File: config.mk
export PLATFORM = sky130hd
export DESIGN_NAME = synapse_accum
export DESIGN_NICKNAME = d
export VERILOG_FILES = /design/src/rtl/synapse_accum.sv
export SDC_FILE = /design/constraint.sdc
export NUM_CORES = 1
export LEC_CHECK = 0
export BUFFER_PORTS_ARGS = -buffer_cell sky130_fd_sc_hd__buf_2
export CORE_ASPECT_RATIO = 0.6
export CORE_UTILIZATION = 30
export CTS_CLUSTER_SIZE = 25
export DETAILED_ROUTE_END_ITERATION = 8
export SLEW_MARGIN = 20
export SYNTH_ARGS = -nofsm -noshare
export SYNTH_HDL_FRONTEND = slang
export SYNTH_SLANG_ARGS = --single-unit
File: constraint.sdc
create_clock -name clk -period 8.1 [get_ports clk]
set_clock_uncertainty 0.05 [all_clocks]
set_input_delay 1.62 -clock clk [delete_from_list [all_inputs] [get_ports clk]]
set_output_delay 1.62 -clock clk [all_outputs]
set_load 0.01 [all_outputs]
File: src/rtl/synapse_accum.sv
// synapse_accum
// Presynaptic accumulation stage in front of the soma. Spike events carry a
// synapse index; each accepted event is queued, its programmed weight is
// fetched from the weight RAM and added into a saturating accumulator. When a
// step pulse closes the timestep, the queue is drained and the total is
// presented to the soma for one cycle.
//
// Ports:
//   clk, rst      clock (posedge) and synchronous active-high reset
//   wr_en/addr/data  weight RAM programming port, usable in any state
//   spk_valid/ready/addr  spike event handshake into the event FIFO
//   step          one-cycle pulse closing the current timestep
//   weight        timestep total, meaningful while weight_valid is high
//   weight_valid  one-cycle pulse per closed timestep
//   sat           sticky saturation flag of the current timestep
//   step_err      one-cycle pulse when a step was dropped in DRAIN/EMIT
module synapse_accum #(
    parameter int N_SYN      = 16,
    parameter int W_WIDTH    = 16,
    parameter int FIFO_DEPTH = 8,
    localparam int AW        = $clog2(N_SYN)
) (
    input  logic               clk,
    input  logic               rst,
    input  logic               wr_en,
    input  logic [AW-1:0]      wr_addr,
    input  logic [W_WIDTH-1:0] wr_data,
    input  logic               spk_valid,
    output logic               spk_ready,
    input  logic [AW-1:0]      spk_addr,
    input  logic               step,
    output logic [W_WIDTH-1:0] weight,
    output logic               weight_valid,
    output logic               sat,
    output logic               step_err
);

    localparam int PW = $clog2(FIFO_DEPTH);
    localparam int CW = PW + 1;

    typedef enum logic [2:0] {
        IDLE,
        READ,
        ACC,
        DRAIN,
        EMIT
    } state_t;

    state_t state, state_nxt;

    logic [W_WIDTH-1:0] ram [N_SYN];
    logic [AW-1:0]      fifo_mem [FIFO_DEPTH];
    logic [PW-1:0]      wr_ptr, rd_ptr;
    logic [CW-1:0]      count;
    logic               fifo_empty, fifo_full;
    logic               push, pop;
    logic [AW-1:0]      rd_addr;
    logic [W_WIDTH-1:0] rdata;
    logic [W_WIDTH-1:0] acc;
    logic [W_WIDTH:0]   sum_wide;
    logic               step_pend;

    assign fifo_empty = (count == '0);
    assign fifo_full  = (count == CW'(FIFO_DEPTH));
    // Intake is closed while draining so the closing timestep cannot grow
    // without bound and so EMIT always sees a settled total.
    assign spk_ready  = !fifo_full && (state != DRAIN) && (state != EMIT);
    assign push       = spk_valid && spk_ready;
    assign sum_wide   = {1'b0, acc} + {1'b0, rdata};

    // Weight RAM: never reset so programming survives rst. The read and a
    // same-address write share an edge, so the read returns the old word.
    always_ff @(posedge clk) begin
        if (wr_en) begin
            ram[wr_addr] <= wr_data;
        end
        if (state == READ) begin
            rdata <= ram[rd_addr];
        end
    end

    // Event FIFO storage and the popped-address register feeding the RAM.
    always_ff @(posedge clk) begin
        if (push) begin
            fifo_mem[wr_ptr] <= spk_addr;
        end
        if (pop) begin
            rd_addr <= fifo_mem[rd_ptr];
        end
    end

    // FIFO pointers and occupancy; pointers wrap because depth is a power of 2.
    always_ff @(posedge clk) begin
        if (rst) begin
            wr_ptr <= '0;
            rd_ptr <= '0;
            count  <= '0;
        end else begin
            if (push) begin
                wr_ptr <= wr_ptr + PW'(1);
            end
            if (pop) begin
                rd_ptr <= rd_ptr + PW'(1);
            end
            case ({push, pop})
                2'b10:   count <= count + CW'(1);
                2'b01:   count <= count - CW'(1);
                default: count <= count;
            endcase
        end
    end

    // Next-state logic. A pending step forces every ACC into DRAIN so the
    // queue empties before EMIT.
    always_comb begin
        state_nxt = state;
        pop       = 1'b0;
        case (state)
            IDLE: begin
                if (!fifo_empty) begin
                    pop       = 1'b1;
                    state_nxt = READ;
                end else if (step) begin
                    state_nxt = DRAIN;
                end
            end
            READ: begin
                state_nxt = ACC;
            end
            ACC: begin
                if (step || step_pend) begin
                    state_nxt = DRAIN;
                end else if (!fifo_empty) begin
                    pop       = 1'b1;
                    state_nxt = READ;
                end else begin
                    state_nxt = IDLE;
                end
            end
            DRAIN: begin
                if (!fifo_empty) begin
                    pop       = 1'b1;
                    state_nxt = READ;
                end else begin
                    state_nxt = EMIT;
                end
            end
            EMIT: begin
                state_nxt = IDLE;
            end
            default: begin
                state_nxt = IDLE;
            end
        endcase
    end

    // State register, accumulator, step latch and the soma-facing outputs.
    // weight/weight_valid load on the DRAIN->EMIT edge so the pulse is seen
    // during EMIT while sat still shows this timestep's flag.
    always_ff @(posedge clk) begin
        if (rst) begin
            state        <= IDLE;
            acc          <= '0;
            sat          <= 1'b0;
            weight       <= '0;
            weight_valid <= 1'b0;
            step_err     <= 1'b0;
            step_pend    <= 1'b0;
        end else begin
            state        <= state_nxt;
            weight_valid <= (state_nxt == EMIT);
            step_err     <= step && ((state == DRAIN) || (state == EMIT));

            if (state_nxt == EMIT) begin
                weight <= acc;
            end

            if (state == EMIT) begin
                step_pend <= 1'b0;
            end else if (step && ((state == IDLE) || (state == READ) || (state == ACC))) begin
                step_pend <= 1'b1;
            end

            if (state == ACC) begin
                if (sum_wide[W_WIDTH]) begin
                    acc <= '1;
                    sat <= 1'b1;
                end else begin
                    acc <= sum_wide[W_WIDTH-1:0];
                end
            end else if (state == EMIT) begin
                acc <= '0;
                sat <= 1'b0;
            end
        end
    end

endmodule

==> reports/qor.csv <==
metric;value;unit
Die Wd;287;um
Cells after Synth;805;
detailed-placement wirelength estimate;18.5;mm
Total Die Area;0.0495;sq mm
number of maximum-capacitance constraint violations;0;
Synth cell types;58;
worst path required time;8.49;ns
start-to-end type of the worst setup path;in2reg;
nets in the synthesized netlist;857;
accumulated negative setup slack;0;ns
row cnt;62;
count of warnings emitted by yosys;0;
routed length per instance;19.4;um
Placed Area;0.0156;sq mm
clock period minus worst slack;3.73;ns
fraction of layout cells with a size suffix above 1;0.210;
effective utilization at floorplan;0.305;
fraction of registers with async set/reset;0;
most common cell after layout, fill and taps aside;sky130_fd_sc_hd__edfxtp_1;
clock sink count;357;
Setup violations, final;0;
share of the cycle needed by the critical path after routing;0.461;
total power density per cell area;329;mW/mm^2
worst rel slew slack;0.227;
port bufs;48;
overall routed net length;29.8;mm
insertion delay of the later-clocked pin in the worst-skew pair;0.53;ns
critical path launch point type;primary input;
Clk Tree Root Cell;sky130_fd_sc_hd__clkbuf_16;
via density per instance;4.77;
FMAX;0.268;GHz
clock-pin slew reported for the worst setup and hold paths after clock tree synthesis;0.06;ns
unrepaired setup endpoints after global routing;no;
clock tree from TritonCTS;yes;
routed vias;7314;
largest voltage drop on the vdd net;168;uV
register bit total from synthesis;357;
Pre-Repair DR Iteration Count;5;
count of flip-flops with a built-in enable after synthesis;308;
initial antenna violation count;2;
Leak;5.57;nW
placer's final routability congestion estimate;0.799;
final number of hold-violating endpoints;0;
Global Route Usage Sum;0.119;
Mean Syn Cell Area;18.1;sq um
number of DRC violations after detailed-routing iteration 0;593;
register area share after synthesis;0.702;
# DRC;0;
Overall Power;5.49;mW
combined area of all synthesized cells;0.0146;sq mm
wire length of the first global-routing pass;44.5;mm
largest net degree at the start of global routing;65;
Layout area overhead;14.5;%
Final Cell Area;0.0167;sq mm
highest net fanout along the worst path;8;
cts bufs inserted;34;
Total Nets Final;921;
# Post-CTS Setup Buffers;0;
count of cells resized by post-cts repair;0;
core area;0.0479;sq mm
commonest non-fill, non-tap cells in the layout;sky130_fd_sc_hd__edfxtp_1 (308), sky130_fd_sc_hd__nand2_1 (69), sky130_fd_sc_hd__a21oi_1 (55), sky130_fd_sc_hd__dfxtp_1 (49), sky130_fd_sc_hd__buf_2 (48);
fin util;0.349;
worst hold-check path type;reg2reg;
total congestion overflow;0;
number of levels the H-tree was split into;2;
dominant synthesized flop cell;sky130_fd_sc_hd__edfxtp_1;
antenna-violating nets left;0;
vias in the first global route;7138;
fin. max-slew vios;0;
crit path capture type;flip-flop;
Worst Max-Slew Pin Slew;1.16;ns
I/O pin total;49;
number of buffers added to fix hold violations after cts;0;
arrival time of data at the critical path endpoint;4.13;ns
Vert. Die Dim;173;um
status;finished clean;
deepest clock path buffer count;3;
## per-stage QoR
step                      setup slack [ns]  std cells  hold slack [ns]
after global routing                  4.20       1531            0.421
after global placement                3.60       1473            0.391
after floorplan                       4.10        805            0.399
after CTS                             3.99       1531            0.404
final                                 4.37       1532            0.404
after detailed placement              3.46       1473            0.395
## worst max-delay path, cell delays in order
cell                       delay (ns)
sky130_fd_sc_hd__buf_2           0.13
sky130_fd_sc_hd__o21bai_1        0.18
sky130_fd_sc_hd__a21oi_1         0.11
sky130_fd_sc_hd__nor3_2          0.63
sky130_fd_sc_hd__ha_1            0.33
sky130_fd_sc_hd__ha_1            0.25
sky130_fd_sc_hd__a21o_1          0.18
sky130_fd_sc_hd__a21oi_1         0.17
sky130_fd_sc_hd__xnor2_1         0.09
sky130_fd_sc_hd__or3_1           0.30
sky130_fd_sc_hd__a21oi_1         0.13
## layer usage
metal  track usage  wire length [um]  part of all wire
met4        0.0247               413             0.014
met3        0.0319              1970             0.066
met2         0.165             12300              0.41
met5             0                 0                 0
met1         0.184             15100              0.51
## cells by family (layout without fill, tap and decap cells)
kind of cell / count (synthesis) / count (layout) / synth area share
multiplexers: 94 / 94 / 0.152
AND/OR/NAND/NOR: 152 / 152 / 0.0476
buffers and inverters: 45 / 131 / 0.0170
adder cells (fa/ha/maj): 23 / 23 / 0.0208
XOR/XNOR: 16 / 16 / 0.00961
flip-flops: 357 / 357 / 0.702
AO/OA/AOI/OAI: 118 / 118 / 0.0515
other: 0 / 1 / 0
## cell usage after synthesis, types with 9 or more instances
| master | count | area share |
|---|---|---|
| sky130_fd_sc_hd__a21o_1 | 12 | 0.0062 |
| sky130_fd_sc_hd__a21oi_1 | 55 | 0.019 |
| sky130_fd_sc_hd__buf_1 | 9 | 0.0023 |
| sky130_fd_sc_hd__clkbuf_1 | 12 | 0.0031 |
| sky130_fd_sc_hd__dfxtp_1 | 49 | 0.067 |
| sky130_fd_sc_hd__edfxtp_1 | 308 | 0.63 |
| sky130_fd_sc_hd__ha_1 | 21 | 0.018 |
| sky130_fd_sc_hd__mux4_1 | 45 | 0.081 |
| sky130_fd_sc_hd__mux4_2 | 43 | 0.066 |
| sky130_fd_sc_hd__nand2_1 | 69 | 0.018 |
| sky130_fd_sc_hd__nor2_1 | 39 | 0.010 |
| sky130_fd_sc_hd__nor3_1 | 11 | 0.0038 |
| sky130_fd_sc_hd__o21ai_0 | 15 | 0.0051 |
## registers in the layout (all words and copies together), names as in the netlist, 4 cells and up
| register | count |
|---|---|
| weight | 16 |
| acc | 16 |
| rdata | 16 |
| rd_addr | 4 |
| count | 4 |
| ram | 256 |
| fifo_mem | 32 |
## path summary, 6_finish.rpt
path | endpoint | slack (ns) | depth (start not counted) | startpoint
worst max register to register | rdata[13] | 4.86 | 3 | rd_addr[0]
worst min-delay path | weight[7] | 0.40 | 2 | weight[7]
worst max-delay path | count[3] | 4.37 | 11 | step
worst min register to register | weight[7] | 0.40 | 2 | weight[7]
## cell type report
class | count | area [sq um]
inverter | 8 | 30.0
clock inverter | 16 | 138
fill | 4453 | 31200
antenna | 1 | 2.50
timing repair buffer | 65 | 368
tap | 640 | 801
clock buffer | 42 | 945
sequential | 357 | 10200
multi-input combinational | 403 | 4180
## report_power, final
group / internal (mW) / switching, mW / total, mW
registers: 2.19 / 0.166 / 2.36
clock network: 0.894 / 0.672 / 1.57
logic: 0.735 / 0.830 / 1.57
Power figures use the tool's default switching activity.
